==> src/rtl/decode_stage_pipe.sv <==
// Instruction decode stage: register file, immediate extension, load-use interlock, ID/EX register.
// Optional macro ID_WB_BYPASS_EN makes register reads see a same-cycle write-back (write-through).
module decode_stage_pipe #(
    parameter int DATA_W   = 32,
    parameter int RF_DEPTH = 32
) (
    input  logic              i_clk,
    input  logic              i_reset,
    input  logic [31:0]       i_instruction,
    input  logic              i_valid,
    input  logic              i_flush,
    input  logic              i_wb_en,
    input  logic [4:0]        i_wb_addr,
    input  logic [DATA_W-1:0] i_wb_data,
    input  logic              i_dest_sel,
    input  logic [1:0]        i_ext_mode,
    input  logic              i_ex_mem_read,
    input  logic [4:0]        i_ex_rt,
    output logic              o_ready,
    output logic              o_stall,
    output logic              o_valid,
    output logic [DATA_W-1:0] o_src1,
    output logic [DATA_W-1:0] o_src2,
    output logic [DATA_W-1:0] o_imm,
    output logic [4:0]        o_RS,
    output logic [4:0]        o_RT,
    output logic [4:0]        o_RD,
    output logic [4:0]        o_dest_addr,
    output logic [5:0]        o_opcode,
    output logic [5:0]        o_funct
);

    localparam int         AW      = (RF_DEPTH > 1) ? $clog2(RF_DEPTH) : 1;
    localparam logic [5:0] DEPTH_L = 6'(RF_DEPTH);

    typedef struct packed {
        logic              valid;
        logic [DATA_W-1:0] src1;
        logic [DATA_W-1:0] src2;
        logic [DATA_W-1:0] imm;
        logic [4:0]        rs;
        logic [4:0]        rt;
        logic [4:0]        rd;
        logic [4:0]        dest;
        logic [5:0]        opcode;
        logic [5:0]        funct;
    } idex_t;

    logic [5:0]        opcode;
    logic [4:0]        rs;
    logic [4:0]        rt;
    logic [4:0]        rd;
    logic [5:0]        funct;
    logic [15:0]       imm;
    logic [DATA_W-1:0] rf_q [RF_DEPTH];
    logic [DATA_W-1:0] src1Rd;
    logic [DATA_W-1:0] src2Rd;
    logic [DATA_W-1:0] sext;
    logic [DATA_W-1:0] immExt;
    logic              hazard;
    idex_t             idex_d;
    idex_t             idex_q;

    assign opcode = i_instruction[31:26];
    assign rs     = i_instruction[25:21];
    assign rt     = i_instruction[20:16];
    assign rd     = i_instruction[15:11];
    assign funct  = i_instruction[5:0];
    assign imm    = i_instruction[15:0];

    // Index 0 and indices beyond the implemented depth are hardwired to zero.
    function automatic logic legalIdx(input logic [4:0] idx);
        return (idx != 5'd0) && ({1'b0, idx} < DEPTH_L);
    endfunction

    always_ff @(posedge i_clk) begin
        if (!i_reset) begin
            for (int i = 0; i < RF_DEPTH; i++) rf_q[i] <= '0;
        end else if (i_wb_en && legalIdx(i_wb_addr)) begin
            rf_q[i_wb_addr[AW-1:0]] <= i_wb_data;
        end
    end

    always_comb begin
        src1Rd = '0;
        src2Rd = '0;
        if (legalIdx(rs)) src1Rd = rf_q[rs[AW-1:0]];
        if (legalIdx(rt)) src2Rd = rf_q[rt[AW-1:0]];
`ifdef ID_WB_BYPASS_EN
        if (i_wb_en && legalIdx(i_wb_addr) && (i_wb_addr == rs)) src1Rd = i_wb_data;
        if (i_wb_en && legalIdx(i_wb_addr) && (i_wb_addr == rt)) src2Rd = i_wb_data;
`endif
    end

    assign sext = {{(DATA_W-16){imm[15]}}, imm};

    always_comb begin
        immExt = sext;
        case (i_ext_mode)
            2'b00: immExt = sext;
            2'b01: immExt = {{(DATA_W-16){1'b0}}, imm};
            2'b10: immExt = sext << 16;
            2'b11: immExt = sext << 2;
            default: immExt = sext;
        endcase
    end

    // The interlock has no state: it drops as soon as EX moves the load along.
    assign hazard  = i_valid && i_ex_mem_read && (i_ex_rt != 5'd0) &&
                     ((i_ex_rt == rs) || (i_ex_rt == rt));
    assign o_stall = hazard && !i_flush;
    assign o_ready = !o_stall;

    always_comb begin
        idex_d = '0;
        if (i_valid && !i_flush && !o_stall) begin
            idex_d.valid  = 1'b1;
            idex_d.src1   = src1Rd;
            idex_d.src2   = src2Rd;
            idex_d.imm    = immExt;
            idex_d.rs     = rs;
            idex_d.rt     = rt;
            idex_d.rd     = rd;
            idex_d.dest   = i_dest_sel ? rd : rt;
            idex_d.opcode = opcode;
            idex_d.funct  = funct;
        end
    end

    always_ff @(posedge i_clk) begin
        if (!i_reset) idex_q <= '0;
        else          idex_q <= idex_d;
    end

    assign o_valid     = idex_q.valid;
    assign o_src1      = idex_q.src1;
    assign o_src2      = idex_q.src2;
    assign o_imm       = idex_q.imm;
    assign o_RS        = idex_q.rs;
    assign o_RT        = idex_q.rt;
    assign o_RD        = idex_q.rd;
    assign o_dest_addr = idex_q.dest;
    assign o_opcode    = idex_q.opcode;
    assign o_funct     = idex_q.funct;

endmodule

==> config.mk <==
export PLATFORM = sky130hd
export DESIGN_NAME = decode_stage_pipe
export DESIGN_NICKNAME = d
export VERILOG_FILES = /design/src/rtl/decode_stage_pipe.sv
export SDC_FILE = /design/constraint.sdc
export NUM_CORES = 2
export LEC_CHECK = 0
export ABC_AREA = 1
export BUFFER_PORTS_ARGS = -buffer_cell sky130_fd_sc_hd__buf_2
export CAP_MARGIN = 30
export CORE_MARGIN = 3
export CORE_UTILIZATION = 30
export CTS_CLUSTER_DIAMETER = 60
export DETAILED_ROUTE_END_ITERATION = 8
export PLACE_DENSITY = 0.49
export SLEW_MARGIN = 10
export SYNTH_ARGS = -nofsm -noshare
export SYNTH_HDL_FRONTEND = slang
export SYNTH_SLANG_ARGS = --single-unit
==> constraint.sdc <==
create_clock -name i_clk -period 7.6 [get_ports i_clk]
set_input_delay 1.52 -clock i_clk [delete_from_list [all_inputs] [get_ports i_clk]]
set_output_delay 1.52 -clock i_clk [all_outputs]
set_load 0.01 [all_outputs]
==> impl_metrics.csv <==
group,metric,value,unit
status,status,"finished, final reports clean",
cells_and_area,layout_commonest_cell,"nand2_1",
routing,highest_layer,"met5",
routing,viasPerCell,5.19,
sta,drv_slew,0,
global_routing,grt_pass1_vias,53033,
cells_and_area,drive_above_1_share,7.71,%
placement,hpwl,158000,µm
worst_hold_path,min-delay-start,"rf_q[12][18]",
synthesis,ys_seq_elements,1153,
setup_path,start_kind,"primary input",
synthesis,syn-cell-area,62600,µm²
clocking,root_buffer,"clkbuf_16",
placement,placement.io_buffers,213,
worst_hold_path,holdCritPathClass,"flip-flop to flip-flop",
cells_and_area,final_cell_mix,"2365 x nand2_1, 1344 x nor2_1, 1123 x nand3_1",
clocking,clock_latency,0.79,ns
setup_path,r2r-start,"rf_q[19][20]",
sta,timing.final.crit_share,64.5,%
cells_and_area,multi_input_area,23100,µm²
global_routing,track_usage,24.4,%
power,p_per_area,230,nW/µm²
sta,final.setup.tns,0,ns
setup_path,crit_path_frequent_cell,"nand2_1",
setup_path,crit_arrival,3.38,ns
floorplan,rows,167,
synthesis,syn_inst,8131,
clocking,htree_num_levels,4,
global_routing,grt_max_degree,174,
floorplan,die_area,214000,µm²
floorplan,die_h,463,µm
clocking,cts_tree,"yes",
sta,fmax,204,MHz
clocking,clockBufferDepth,3,
clocking,postCtsHoldBufs,0,
setup_path,path_class,"primary input to output port",
sta,finalSetupViolCount,0,
floorplan,initial_core_util,30.2,%
routing,wl_per_cell,24.8,µm
clocking,cts_sinks,1153,
routing,drt_iter0_drc,7050,
synthesis,avgSynthCellArea,7.70,µm²
setup_path,crit_path_max_incr_delay,0.53,ns
sta,min_period,4.90,ns
clocking,cts_repair_resize_count,0,
floorplan,die_x,463,µm
synthesis,synth_cell_types,23,
cells_and_area,seq_area,33300,µm²
worst_hold_path,hold_end,"o_src1[18]",
power,vdd_ir_drop_max,0.165,mV
placement,pre_cts_ws,2.62,ns
clocking,cts.reportedPaths.clkPinSlew,0.06,ns
setup_path,cp_max_fo,31,
sta,finClkSkew,0.0376,ns
routing,totalWireLength,271000,µm
sta,slew_headroom,31.6,%
clocking,cts-buffers-inserted,142,
cells_and_area,areaGrowthSynthToFinish,12.6,%
power,p_leak,31.6,nW
setup_path,crit_path_cell_trace,"buf_4 > inv_4 > nand2_1 > nand2_1 > nor2_1 > nand3_1 > nand2_1 > nand2_2 > inv_1 > buf_2",
sta,worstMarginPinSlew,1.03,ns
flow_run,drv_cap,0,
setup_path,setup.worst_path.end_class,"output port",
global_routing,grt_pass1_wl,383000,µm
routing,ant_nets,0,
global_routing,grt-ovfl-total,0,
floorplan,coreArea,207000,µm²
synthesis,synth_top_area_share,49.1,%
synthesis,yosysWarnings,0,
power,power,16.2,mW
cells_and_area,nets,8112,
routing,drc,0,
placement,gp_congestion,0.917,
setup_path,r2r_cells,10,
setup_path,cp_data_required_time,6.08,ns
cells_and_area,num-fill-cells,21772,
sta,hold_viol,0,
routing,wl_met2,119000,µm
routing,wl_met1,110000,µm
sta,rsz0062_at_grt,"no",
routing,dr_wl_met3,25800,µm
worst_hold_path,holdPathStages,6,
setup_path,r2r-end,"o_src2[20]",
floorplan,pin_count,214,
routing,dr_total_vias,56732,
setup_path,cp_slowest_cell,"buf_4",
synthesis,seq_area_frac_synth,53.2,%
sta,setup_ws,2.70,ns
synthesis,synth.area.top_cells,"edfxtp_1 49%, nand2_1 14%, nand3_1 9.0%",
clocking,post-cts-setup-buffer-count,0,
routing,dr.pass1.iters,9,
global_routing,antenna_found_initial,14,
synthesis,synth_top_area_cell,"edfxtp_1",
setup_path,r2r_slack,5.46,ns
## area by class of cell
type	instances	area share, %
Clock inverter	65	0.845
Inverter	956	5.14
Antenna cell	8	0.0284
Tap cell	2788	4.95
Timing Repair Buffer	359	3.49
Clock buffer	195	5.54
Multi-Input combinational cell	5417	32.7
Sequential cell	1153	47.3
## Yosys cell counts, drive strengths merged
cell type	number
a21oi	228
nand3	1125
clkinv	2
nor3	12
nand2	2411
conb	1
dfxtp	129
clkbuf	237
nor2	1347
edfxtp	1024
inv	954
xnor2	2
o211ai	192
buf	399
o21ai	65
nand4	3
## where the power goes
part / internal (mW) / switching (mW) / leakage (nW)
combinational: 0.497 / 1.64 / 18.6
sequential: 7.22 / 0.114 / 10.8
clock: 3.89 / 2.86 / 2.20
total: 11.6 / 4.61 / 31.6
## logic make-up (layout without fill, tap and decap cells)
kind of cell / after synthesis / in the layout / share of synthesized area [%]
AOI/OAI and AO/OA: 485 / 485 / 4.64
other: 1 / 40 / 0.00599
xor gates and xnor gates: 2 / 2 / 0.0280
DFF: 1153 / 1153 / 53.2
and+or+nand+nor: 4898 / 4898 / 31.7
buffers and inverters: 1592 / 1575 / 10.4
## state kept, by name, indices dropped and copies added, names as in the netlist
register / cells
o_RD: 5
o_RS: 5
o_RT: 5
o_dest_addr: 5
o_funct: 6
o_imm: 32
o_opcode: 6
o_src1: 32
o_src2: 32
o_valid: 1
rf_q: 1024
## worst max path at each step
stage	startpoint	slack (ns)	to	depth (start not counted)
final	i_instruction[18]	2.70	o_stall	10
after global routing	i_instruction[18]	2.69	o_stall	10
after CTS	i_instruction[18]	2.76	o_stall	10
after detailed placement	i_reset	2.62	rf_q[1][15]	8
after global placement	i_reset	2.66	rf_q[1][15]	8
after floorplan	i_instruction[20]	3.83	o_stall	9
## critical path, delay by kind of cell
kind,cells,cell delay (ns)
buffers and inverters,4,1.08
and+or+nand+nor,6,0.64
## stage by stage
stage / area [µm²] / cells / hold slack, ns / utilization (%)
after floorplan: 62700 / 8162 / 0.672 / -
after global placement: 65800 / 10667 / 0.760 / 31.8
after detailed placement: 65900 / 10671 / 0.761 / 31.8
after CTS: 70400 / 10931 / 0.807 / 34.0
after global routing: 70500 / 10937 / 0.837 / 34.0
final: 70500 / 10941 / 0.807 / 34.0
## routing by layer
layer	vias to the layer above	global-route usage, %
met5	-	0
met4	4	13.5
met3	583	4.66
met2	3153	37.5
met1	27358	32.4
li1	25634	-
(Power assumes the default switching activity.)
